### config.mk
export PLATFORM = sky130hd
export DESIGN_NAME = sd_link_arbiter
export DESIGN_NICKNAME = d
export VERILOG_FILES = /design/src/rtl/sd_link_arbiter.sv
export SDC_FILE = /design/constraint.sdc
export NUM_CORES = 1
export LEC_CHECK = 0
export ABC_AREA = 1
export BUFFER_PORTS_ARGS = -buffer_cell sky130_fd_sc_hd__clkbuf_2
export CAP_MARGIN = 10
export CORE_MARGIN = 10
export CORE_UTILIZATION = 50
export DETAILED_ROUTE_END_ITERATION = 10
export GPL_ROUTABILITY_DRIVEN = 0
export MAX_ROUTING_LAYER = met4
export PLACE_DENSITY = 0.81
export SYNTH_ARGS = -nofsm -noshare
export SYNTH_HDL_FRONTEND = slang
export SYNTH_SLANG_ARGS = --single-unit
### constraint.sdc
create_clock -name clk -period 3.45 [get_ports clk]
set_clock_uncertainty 0.15 [all_clocks]
set_input_delay 0.345 -clock clk [delete_from_list [all_inputs] [get_ports clk]]
set_output_delay 0.345 -clock clk [all_outputs]
set_load 0.01 [all_outputs]
### src/rtl/sd_link_arbiter.sv
// sd_link_arbiter
//   Shares the single sen/sd serial link into S2 between two frame sources.
//   Round-robin arbitration picks a requester and captures its frame. The
//   frame is then shifted out MSB first, with sen held low while the frame
//   bits are valid. After each frame, sen stays high for GAP_CYC cycles.
//
// Ports
//   clk, rst             system clock; asynchronous active-high reset
//   req0/frame0          source 0 request and frame (held stable until gnt0)
//   gnt0/done0           source 0 capture pulse / frame-complete pulse
//   req1/frame1          source 1 request and frame
//   gnt1/done1           source 1 capture pulse / frame-complete pulse
//   sen, sd              serial enable (active low) and serial data to S2
//   busy                 high from the grant cycle through the last gap cycle
//   frames_sent          count of completed frames, wraps 255 -> 0
//
// State table
//   state    | meaning
//   ST_IDLE  | link idle, sen=1; arbitrates on every edge
//   ST_SHIFT | frame bits on sd, sen=0; bit_cnt counts down to 0
//   ST_GAP   | sen=1 frame boundary; the last gap edge arbitrates like IDLE
module sd_link_arbiter #(
    parameter int FRAME_W = 21,
    parameter int GAP_CYC = 1
) (
    input  logic               clk,
    input  logic               rst,
    input  logic               req0,
    input  logic [FRAME_W-1:0] frame0,
    output logic               gnt0,
    output logic               done0,
    input  logic               req1,
    input  logic [FRAME_W-1:0] frame1,
    output logic               gnt1,
    output logic               done1,
    output logic               sen,
    output logic               sd,
    output logic               busy,
    output logic [7:0]         frames_sent
);

    localparam int BW = $clog2(FRAME_W);
    localparam int GW = (GAP_CYC > 1) ? $clog2(GAP_CYC) : 1;
    localparam logic [BW-1:0] BIT_LOAD = BW'(FRAME_W - 1);
    localparam logic [GW-1:0] GAP_LOAD = GW'(GAP_CYC - 1);

    typedef enum logic [1:0] {
        ST_IDLE,
        ST_SHIFT,
        ST_GAP
    } state_t;

    state_t             state_q, state_d;
    // The MSB goes straight to sd at capture, so only the remaining bits are kept.
    logic [FRAME_W-2:0] shreg_q, shreg_d;
    logic [BW-1:0]      bit_cnt_q, bit_cnt_d;
    logic [GW-1:0]      gap_cnt_q, gap_cnt_d;
    // Last source granted; it is also the owner of the frame in flight.
    logic               last_q, last_d;
    logic               sen_q, sen_d;
    logic               sd_q, sd_d;
    logic               gnt0_q, gnt0_d;
    logic               gnt1_q, gnt1_d;
    logic               done0_q, done0_d;
    logic               done1_q, done1_d;
    logic               busy_q, busy_d;
    logic [7:0]         frames_sent_q, frames_sent_d;

    logic               start;
    logic               pick1;
    logic [FRAME_W-1:0] frame_sel;

    always_comb begin
        state_d       = state_q;
        shreg_d       = shreg_q;
        bit_cnt_d     = bit_cnt_q;
        gap_cnt_d     = gap_cnt_q;
        last_d        = last_q;
        sen_d         = sen_q;
        sd_d          = sd_q;
        gnt0_d        = 1'b0;
        gnt1_d        = 1'b0;
        done0_d       = 1'b0;
        done1_d       = 1'b0;
        busy_d        = busy_q;
        frames_sent_d = frames_sent_q;
        start         = 1'b0;

        // On a tie, grant the source that was not granted last.
        pick1     = (req0 && req1) ? ~last_q : req1;
        frame_sel = pick1 ? frame1 : frame0;

        unique case (state_q)
            ST_IDLE: begin
                if (req0 || req1) begin
                    start = 1'b1;
                end
            end
            ST_SHIFT: begin
                if (bit_cnt_q == '0) begin
                    sen_d         = 1'b1;
                    sd_d          = 1'b0;
                    done0_d       = ~last_q;
                    done1_d       = last_q;
                    frames_sent_d = frames_sent_q + 8'd1;
                    gap_cnt_d     = GAP_LOAD;
                    state_d       = ST_GAP;
                end else begin
                    bit_cnt_d = bit_cnt_q - 1'b1;
                    sd_d      = shreg_q[FRAME_W-2];
                    shreg_d   = {shreg_q[FRAME_W-3:0], 1'b0};
                end
            end
            ST_GAP: begin
                if (gap_cnt_q == '0) begin
                    if (req0 || req1) begin
                        start = 1'b1;
                    end else begin
                        busy_d  = 1'b0;
                        state_d = ST_IDLE;
                    end
                end else begin
                    gap_cnt_d = gap_cnt_q - 1'b1;
                end
            end
            default: begin
                state_d = ST_IDLE;
            end
        endcase

        if (start) begin
            last_d    = pick1;
            gnt0_d    = ~pick1;
            gnt1_d    = pick1;
            sen_d     = 1'b0;
            sd_d      = frame_sel[FRAME_W-1];
            shreg_d   = frame_sel[FRAME_W-2:0];
            bit_cnt_d = BIT_LOAD;
            busy_d    = 1'b1;
            state_d   = ST_SHIFT;
        end
    end

    always_ff @(posedge clk or posedge rst) begin
        if (rst) begin
            state_q       <= ST_IDLE;
            shreg_q       <= '0;
            bit_cnt_q     <= '0;
            gap_cnt_q     <= '0;
            last_q        <= 1'b1;   // makes the first tie after reset go to src0
            sen_q         <= 1'b1;
            sd_q          <= 1'b0;
            gnt0_q        <= 1'b0;
            gnt1_q        <= 1'b0;
            done0_q       <= 1'b0;
            done1_q       <= 1'b0;
            busy_q        <= 1'b0;
            frames_sent_q <= 8'd0;
        end else begin
            state_q       <= state_d;
            shreg_q       <= shreg_d;
            bit_cnt_q     <= bit_cnt_d;
            gap_cnt_q     <= gap_cnt_d;
            last_q        <= last_d;
            sen_q         <= sen_d;
            sd_q          <= sd_d;
            gnt0_q        <= gnt0_d;
            gnt1_q        <= gnt1_d;
            done0_q       <= done0_d;
            done1_q       <= done1_d;
            busy_q        <= busy_d;
            frames_sent_q <= frames_sent_d;
        end
    end

    assign gnt0        = gnt0_q;
    assign gnt1        = gnt1_q;
    assign done0       = done0_q;
    assign done1       = done1_q;
    assign sen         = sen_q;
    assign sd          = sd_q;
    assign busy        = busy_q;
    assign frames_sent = frames_sent_q;

endmodule

==> results of run 1 <==
==> synth_stat cells, types with 2 or more instances <==
library cell,instances
ha_1,2
clkbuf_1,2
o21ai_0,4
dfrtp_1,41
buf_2,5
inv_4,2
nor2_4,2
nand2_1,116
buf_6,5
dfstp_2,2
inv_1,18
buf_4,3
xnor2_1,3
nand3_1,44
nand2_2,10
nand4_1,23
nor2_1,8
==> final timing paths <==
| path | end | depth (start not counted) |
|---|---|---|
| worst max-delay path | shreg_q[0]$_DFFE_PP0P_ | 8 |
| worst min-delay path | shreg_q[5]$_DFFE_PP0P_ | 3 |
| worst max register to register | shreg_q[0]$_DFFE_PP0P_ | 8 |
| worst min register to register | sen$_DFFE_PP1P_ | 2 |
| max in group asynchronous | shreg_q[14]$_DFFE_PP0P_ | 3 |
| min in group clk | shreg_q[0]$_DFFE_PP0P_ | 5 |
==> worst max-delay path: cells and delay by family (launching register included) <==
kind | cells | cell delay [ns]
AND/OR/NAND/NOR | 6 | 0.88
flip-flops | 1 | 0.55
buffers and inverters | 2 | 0.33
==> cells by family (layout without fill, tap and decap cells) <==
kind of cell	after synthesis	in the layout	synth area share, %
buffers and inverters	36	91	8.75
AND/OR/NAND/NOR	211	211	41.7
XOR/XNOR	4	4	1.45
flip-flops	43	43	44.6
adder cells (fa/ha/maj)	2	2	1.04
AO/OA/AOI/OAI	9	9	2.48
==> layer usage <==
layer  GRT usage, %  up-vias  part of all wire, %
li1               -     1102                    -
met1           20.5     1038                   43
met2           25.6       65                   51
met3           3.46        6                  5.1
met4           4.34        0                  1.1
met5              -        -                    0
==> final cells by class <==
| cell class | instances | area, um2 |
|---|---|---|
| multi-input cells | 226 | 1130 |
| clock buffers | 5 | 68.8 |
| well taps | 54 | 67.6 |
| clock inverters | 3 | 47.5 |
| fillers | 422 | 1900 |
| repair buffers | 63 | 323 |
| inverters | 20 | 80.1 |
| flip-flops and latches | 43 | 1080 |
==> power by group through the flow <==
stage                     Combinational (W)  Clock (W)  Sequential, W
after global routing                0.00101   0.000437       0.000823
after detailed placement           0.000882          0       0.000809
after CTS                          0.000886   0.000414       0.000803
final                              0.000878   0.000410       0.000804
after global placement             0.000852          0       0.000806
after floorplan                    0.000751          0       0.000802
==> through the flow <==
stage                     util [%]  setup slack [ns]
final                         59.5              1.44
after global routing          59.5              1.25
after CTS                     59.5              1.44
after detailed placement      57.0              1.42
after global placement        57.0              1.45
after floorplan                  -              1.93
==> sequential cells by signal, indices dropped and copies added, names as in the netlist <==
name         cells
gnt1             1
gnt0             1
shreg_q         20
frames_sent      8
done1            1
last_q           1
sen              1
sd               1
done0            1
state_q          2
bit_cnt_q        5
busy             1
==> key figures, run 1 <==
Status
  • Status: complete, but fails checks
  • Violated checks: hold timing

Global route
  • First-pass GRT wire length: about 10000 um
  • Number of antenna violations at the first check in global routing: 0
  • Global route overflow: 0
  • Vias in the first global route: ~2100
  • Global router's overall resource usage: around 16%
  • Largest net degree at the start of global routing: 44

Yosys
  • Number of nets produced by synthesis: approximately 350
  • Seq/Total Area, Yosys: between 40% and 50%
  • Synth Warn #: 0
  • Synth Cell Area: around 2400 um2
  • Top cell type's share of synthesized area: a little over two fifths
  • Gate count after technology mapping: 305
  • Per-instance average area after synthesis: just under 8 um2
  • Leading post-synthesis cells by cell area: dfrtp_1, nand2_1, nand3_1
  • Proportion of synthesized flip-flops having asynchronous set or reset: between 90% and 100%
  • Count of flip-flops with a built-in enable after synthesis: 0
  • Top FF cell, synth: dfrtp_1
  • Count of cell types in the netlist: 32
  • Largest area contributor in the netlist: dfrtp_1
  • Register bit count reported by yosys: between 40 and 50

Worst setup path
  • Reg-to-reg setup timing slack: between 1 and 1.5 ns
  • Critical Path Source Type: flop
  • Worst setup path startpoint: last_q$_DFFE_PP1P_
  • Slowest-stage cell, CP: nand2_1
  • Worst path arrival time: 2.07 ns
  • Launch instance of the worst register-to-register path: last_q$_DFFE_PP1P_
  • Max stage delay on crit path: roughly 0.57 ns
  • WP data required: 3.50 ns
  • Type of destination of the critical path: flop
  • CP most frequent cell: nand2_1
  • Maximum fanout count along the critical path: 23
  • Cell-by-cell trace of the critical path: nand2_1 > buf_4 > nand2_1 > inv_1 > nand2_1 > nand2_1 > nand2_1 > nand2_1
  • Kind of critical path: flop to flop

Route
  • Remaining DRCs: 0
  • Final WL: 6140 um
  • Post-detailed-route count of antenna-violating nets: 0
  • Drt first pass iters: 4
  • Avg WL per Cell: between 10 and 15 um
  • Via density: approximately 5.3
  • Number of design-rule violations left by the first detailed-router iteration: 177
  • Via Count: 2211

STA
  • Final hold vios: 5
  • Total count of max-transition violations in the final report: 0
  • Final setup fails: 0
  • Unrepaired setup endpoints after global routing: false
  • Actual transition at the worst max-transition pin: ~0.74 ns
  • Relative slew margins: roughly 50%
  • Maximum frequency from static timing analysis: about 500 MHz
  • Shortest clock period the worst path allows after layout: a little over 2 ns
  • Sum of negative setup slack: 0 ns
  • Tcrit/Tclk final: between 50 and 60%
  • Fin Hold WS: -0.00154 ns

Power and ir drop
  • Power density over cell area: about 750 nW/um2
  • Clock network power share: about a fifth
  • Pint: approximately 0.0012 W
  • Maximum resistive drop on vdd: between 0.4 and 0.5 mV
  • Switching power as a share of total power: between 40% and 50%
  • Pleak: roughly 1.5 nW
  • Sequential group share of total power: a little under two fifths
  • Final Power: roughly 0.0021 W
  • Logic gate share of total power: 42.0%
  • Switching power total: between 0.0008 and 0.0009 W

Placed design
  • Post-detailed-placement cell area: roughly 2700 um2
  • Number of I/O port buffers: 60
  • Cells after DPL: 406
  • DPL Wire Length: 4340 um

Worst hold path
  • Min-delay worst type: primary input to asynchronous set/reset pin

Clock network
  • CTS tree: yes
  • Inserted Clock Buffers: 5
  • Max H-tree Level: 2
  • Register clock-pin slew on the reported worst setup and hold paths: 0.09 ns
  • Number of buffers on the longest clock path: 2
  • CTS root buf: clkbuf_8
  • Sinks on the clock net: 43
  • PostCTS Resize Cnt: 0
  • Clock latency at the later pin of the worst-skew pair: approximately 0.30 ns
  • Buffers inserted during post-CTS setup optimization: 0
  • CTS hold repair buffers: 0

Finish
  • Share of layout cells above drive strength 1: a little over a quarter
  • Number of inserted diodes: 0
  • Final non-filler cell total: 414
  • Final net count: around 410
  • Most frequent cells in the layout: nand2_1, clkbuf_2, nand3_1
  • Area Growth Syn to Fin: 15.5%
  • Non-Filler Cell Area, Final: approximately 2800 um2
  • Commonest non-fill, non-tap cell in the layout: nand2_1

Floorplan
  • Area inside the core boundary: 4690 um2
  • Die Footprint: 8020 um2
  • Initial cell density of the core: slightly above 50%
  • I/O pins: 61
  • Die width: between 80 and 90 um
  • Row count: 25
  • Die extent in y: 89.5 um

Run
  • Max-cap check violation count: 0
Note: power is estimated with default switching activity, not from simulation.
==> inputs of run 2 (changes only) <==
clock period = 2.1 ns   (was 3.45 ns; I/O delays follow)
==> run 2 against run 1 <==
- the flow now finishes without violations
- sequential share of layout area is 0.29 points lower
- wire length shrank 0.70%
- setup slack got worse by 1.2 ns
- critical path depth stayed put
- non-clock buffer count is 3 higher
- critical path type unchanged
==> key figures, run 2 (synthesized netlist as in run 1, its figures left out) <==
Floorplan
  • Area inside the core boundary: 4690 um2
  • Die extent in y: ~90 um
  • I/O pins: 61
  • Row count: 25
  • Die width: around 90 um
  • Die Footprint: between 8000 and 9000 um2
  • Initial cell density of the core: between 50% and 60%

Route
  • Final WL: 6100 um
  • Number of design-rule violations left by the first detailed-router iteration: ~180
  • Remaining DRCs: 0
  • Avg WL per Cell: around 15 um
  • Via density: 5.43
  • Via Count: about 2300
  • Post-detailed-route count of antenna-violating nets: 0
  • Drt first pass iters: 5

Clock network
  • Clock latency at the later pin of the worst-skew pair: about 0.3 ns
  • Max H-tree Level: 2
  • Inserted Clock Buffers: 5
  • Number of buffers on the longest clock path: 2
  • Register clock-pin slew on the reported worst setup and hold paths: around 0.08 ns
  • CTS tree: yes
  • Sinks on the clock net: 43
  • CTS root buf: clkbuf_8

Worst setup path
  • Critical Path Source Type: flop
  • Type of destination of the critical path: flop
  • CP most frequent cell: nand2_1
  • Crit path buf inv count: 2
  • Worst setup path startpoint: bit_cnt_q[0]$_DFFE_PP0P_
  • Launch instance of the worst register-to-register path: bit_cnt_q[0]$_DFFE_PP0P_
  • Worst path arrival time: between 1.5 and 2 ns
  • Maximum fanout count along the critical path: 25
  • Kind of critical path: flop to flop
  • Cell-by-cell trace of the critical path: inv_1 > ha_1 > nand3_2 > nand2_4 > nand2_8 > inv_4 > nand2_1 > nand2_1
  • Max stage delay on crit path: between 0.3 and 0.4 ns
  • Dominant delay contributor by cell family on the critical path: simple AND/OR/NAND/NOR gates
  • WP data required: about 2.2 ns
  • Slowest-stage cell, CP: dfrtp_1

STA
  • Actual transition at the worst max-transition pin: between 0.5 and 0.6 ns
  • Unrepaired setup endpoints after global routing: false
  • Maximum frequency from static timing analysis: 540 MHz
  • Tcrit/Tclk final: roughly nine tenths
  • Relative slew margins: between 60% and 70%
  • Final hold vios: 0
  • Final setup fails: 0
  • Sum of negative setup slack: 0 ns
  • Total count of max-transition violations in the final report: 0
  • Shortest clock period the worst path allows after layout: between 1.5 and 2 ns

Finish
  • Share of layout cells above drive strength 1: between 20% and 30%
  • Footprint of the flip-flops and latches: approximately 1100 um2
  • Area Growth Syn to Fin: 16.4%
  • Filler cells: roughly 430
  • Final non-filler cell total: roughly 420
  • Footprint of the multi-input gates: approximately 1100 um2
  • Number of inserted diodes: 0
  • Most flops, register: shreg_q
  • Final net count: slightly above 400
  • Number of flip-flops in the largest register: 20
  • Most frequent cells in the layout: nand2_1, clkbuf_2, nand3_1
  • Commonest non-fill, non-tap cell in the layout: nand2_1

Global route
  • Vias in the first global route: 2190
  • Global route overflow: 0
  • Global router's overall resource usage: between 10% and 20%
  • Number of antenna violations at the first check in global routing: 0
  • First-pass GRT wire length: slightly above 10000 um
  • Largest net degree at the start of global routing: 44

Worst hold path
  • Start point of the worst hold path: frame0[20]
  • Min-delay worst type: primary input to flop

Placed design
  • Cells after DPL: about 410
  • DPL Wire Length: 4420 um
  • Number of I/O port buffers: 60

Power and ir drop
  • Power density over cell area: ~1200 nW/um2
  • Final Power: about 0.0034 W
  • Maximum resistive drop on vdd: between 0.5 and 0.6 mV
  • Pleak: 1.54 nW

Run
  • Max-cap check violation count: 0

Status
  • Status: finished clean
-- run 2: worst paths after layout --
kind / to / slack [ns] / cells after the start
setup reg to reg: shreg_q[11]$_DFFE_PP0P_ / 0.25 / 8
hold / removal: sd$_DFFE_PP0P_ / 0.08 / 5
hold reg to reg: sen$_DFFE_PP1P_ / 0.33 / 2
setup / recovery: shreg_q[11]$_DFFE_PP0P_ / 0.25 / 8
max in group asynchronous: sen$_DFFE_PP1P_ / 1.20 / 4
min in group asynchronous: frames_sent[1]$_DFFE_PP0P_ / 0.34 / 4
-- run 2: timing repair --
action	4_1_cts	5_1_grt
resized for setup	0	0
setup buffers	0	0
hold buffers	1	0
hold endpoints to repair	41	0
-- run 2: tightest hold or removal path: stages --
cell and delay [ns]:
clkbuf_2 0.08, nand2_1 0.05, nand2_1 0.04, nand2_1 0.05, a21oi_1 0.05
-- run 2: layout make-up --
cell class / instances / area share [%]
Tap cell: 54 / 2.40
Clock buffer: 8 / 3.56
Inverter: 20 / 2.85
Multi-Input combinational cell: 226 / 40.1
Timing Repair Buffer: 66 / 12.8
Sequential cell: 43 / 38.3
-- run 2: per-stage QoR --
stage                     utilization [%]  hold WS (ns)  cell area (um2)  setup WS (ns)
final                                60.0        0.0766             2810          0.249
after global routing                 60.0        0.0844             2810          0.136
after CTS                            60.0        0.0761             2810          0.257
after detailed placement             57.6         0.118             2700          0.278
after global placement               57.6         0.117             2700          0.350
after floorplan                         -         0.258             2420          0.582
-- run 2: metal layers --
layer | track usage (%) | vias to the layer above | share of wire (%)
met1 | 20.2 | 1056 | 41
met4 | 6.07 | 0 | 1.7
met5 | - | - | 0
met3 | 3.74 | 10 | 6.0
li1 | - | 1110 | -
met2 | 25.5 | 88 | 51
-- run 2: report_power, final --
group	internal, W	switching, W	total (W)
logic	0.000520	0.000945	0.00147
clock network	0.000300	0.000274	0.000575
registers	0.00113	0.000202	0.00133
==> inputs of run 3 (changes only) <==
CORE_MARGIN = 5   (was 10)
REMOVE_ABC_BUFFERS = 1   (was not set)
==> run 3 against run 2 <==
- die area fell by 21%
- utilization increased by 0.16 points
- clock power is 17% higher
- global-route usage grew 3.1 points
- non-clock buffer count fell by 1
- sequential power about the same
- clock-buffer cell count shrank 2
- cell count increased by 2.9%
- power increased by 2.7%
- final area increased by 0.93%
- worst hold slack worse by 0.023 ns
- first-iteration DRC count down 7.1%
- critical endpoint is now shreg_q[16]$_DFFE_PP0P_
- largest cell class unchanged
- largest power group unchanged
- highest routed layer unchanged
==> key figures, run 3 (synthesized netlist as in run 1, its figures left out) <==
Status
  • Status: finished clean

Clock network
  • Number of buffers on the longest clock path: 2
  • Inserted Clock Buffers: 5
  • Register clock-pin slew on the reported worst setup and hold paths: 0.08 ns
  • PostCTS Resize Cnt: 0
  • Sinks on the clock net: 43
  • Max H-tree Level: 2
  • Clock latency at the later pin of the worst-skew pair: between 0.2 and 0.3 ns
  • CTS tree: yes
  • CTS root buf: clkbuf_8

Finish
  • Footprint of the multi-input gates: 1130 um2
  • Most flops, register: shreg_q
  • Filler cells: 429
  • Share of layout cells above drive strength 1: 26.2%
  • Area Growth Syn to Fin: 17.5%
  • Final net count: between 400 and 500
  • Most frequent cells in the layout: nand2_1, clkbuf_2, nand3_1
  • Number of inserted diodes: 0
  • Number of flip-flops in the largest register: 20
  • Commonest non-fill, non-tap cell in the layout: nand2_1
  • Footprint of the flip-flops and latches: around 1100 um2

STA
  • Tcrit/Tclk final: roughly nine tenths
  • Unrepaired setup endpoints after global routing: false
  • Maximum frequency from static timing analysis: around 530 MHz
  • Relative slew margins: between 50 and 60%
  • Total count of max-transition violations in the final report: 0
  • Shortest clock period the worst path allows after layout: approximately 1.9 ns
  • Sum of negative setup slack: 0 ns
  • Final hold vios: 0
  • Final setup fails: 0
  • Actual transition at the worst max-transition pin: between 0.7 and 0.8 ns
  • Final Worst Setup Slack: between 0.15 and 0.2 ns

Route
  • Final WL: approximately 5700 um
  • Remaining DRCs: 0
  • Number of design-rule violations left by the first detailed-router iteration: roughly 170
  • Total met2 wirelength after detailed routing: 2960 um
  • Via density: 5.22
  • Via Count: between 2000 and 2500
  • Met1 wire length: ~2400 um
  • Post-detailed-route count of antenna-violating nets: 0
  • Avg WL per Cell: between 10 and 15 um
  • Highest routed layer: met4
  • Wire length on met3: 248 um
  • Drt first pass iters: 4

Global route
  • Vias in the first global route: between 2000 and 2500
  • First-pass GRT wire length: around 9500 um
  • Global route overflow: 0
  • Global router's overall resource usage: between 10% and 20%
  • Largest net degree at the start of global routing: 44
  • Number of antenna violations at the first check in global routing: 0

Placed design
  • DPL Wire Length: 4010 um
  • Setup WS pre-CTS: 0.161 ns
  • Number of I/O port buffers: 60

Power and ir drop
  • Maximum resistive drop on vdd: ~0.53 mV
  • Pleak: ~1.5 nW
  • Power density over cell area: approximately 1200 nW/um2

Worst hold path
  • Min-delay worst type: primary input to flop

Worst setup path
  • Kind of critical path: flop to flop
  • Critical Path Source Type: flop
  • Maximum fanout count along the critical path: 25
  • Worst path arrival time: between 1.5 and 2 ns
  • WP data required: between 2 and 2.5 ns
  • Type of destination of the critical path: flop

Floorplan
  • Die width: between 70 and 80 um
  • Initial cell density of the core: about half
  • Die extent in y: slightly below 80 um
  • Row count: 25
  • I/O pins: 61
  • Area inside the core boundary: around 4700 um2
  • Die Footprint: ~6300 um2

Run
  • Max-cap check violation count: 0
[run 3: changes by cell type in the layout (fill, tap and decap cells not counted), sizes merged]
| cell | before | now |
|---|---|---|
| clkinv | 0 | 2 |
| inv | 20 | 19 |
| bufinv | 0 | 1 |
| buf | 5 | 4 |
| clkbuf | 68 | 66 |
[run 3: power breakdown]
group / internal, W / switching [W]
sequential: 0.00113 / 0.000197
clock: 0.000385 / 0.000286
combinational: 0.000522 / 0.000945
total: 0.00203 / 0.00143
[run 3: timing repair]
action / 4_1_cts / 5_1_grt
buffers inserted: 0 / 0
hold buffers: 1 / 0
hold endpoints to repair: 41 / 0
[run 3: critical path, cell delays in order, from the launching register on]
cell	delay (ns)
dfrtp_1	0.48
inv_4	0.17
o21ai_4	0.31
nand2_8	0.22
inv_4	0.29
nand2_1	0.12
nand2_1	0.09
[run 3: final timing paths]
check                                       start                       to  slack (ns)  cells past startpoint
max in group asynchronous                     rst          sen$_DFFE_PP1P_        1.00                      4
max                        state_q[0]$_DFFE_PP0P_  shreg_q[16]$_DFFE_PP0P_        0.20                      6
min reg2reg                       sen$_DFFE_PP1P_          sen$_DFFE_PP1P_        0.33                      2
max reg2reg                state_q[0]$_DFFE_PP0P_  shreg_q[16]$_DFFE_PP0P_        0.20                      6
min in group asynchronous                     rst   state_q[1]$_DFFE_PP0P_        0.43                      4
min                                     frame1[0]   shreg_q[0]$_DFFE_PP0P_        0.05                      5
[run 3: metal layers]
metal / vias up / GRT usage [%]
met1: 1065 / 24.5
met3: 4 / 4.40
met4: 0 / 5.15
met2: 65 / 31.7
li1: 1105 / -
met5: - / -
[run 3: through the flow]
stage	cells	util [%]	hold WS [ns]	area [um2]	power, W
4_1_cts	429	60.1	0.0519	2840	0.00347
3_5_place_dp	420	57.4	0.204	2710	0.00281
6_report	429	60.1	0.0539	2840	0.00346
3_3_place_gp	420	57.4	0.196	2710	0.00273
5_1_grt	429	60.1	0.0742	2840	0.00374
2_1_floorplan	289	-	0.258	2290	0.00237
[run 3: layout make-up]
| class | count | area share [%] |
|---|---|---|
| Timing Repair Buffer | 65 | 12.4 |
| Clock buffer | 6 | 2.91 |
| Multi-Input combinational cell | 226 | 39.7 |
| Clock inverter | 2 | 1.23 |
| Inverter | 20 | 2.82 |
| Sequential cell | 43 | 38.0 |
| Tap cell | 67 | 2.95 |
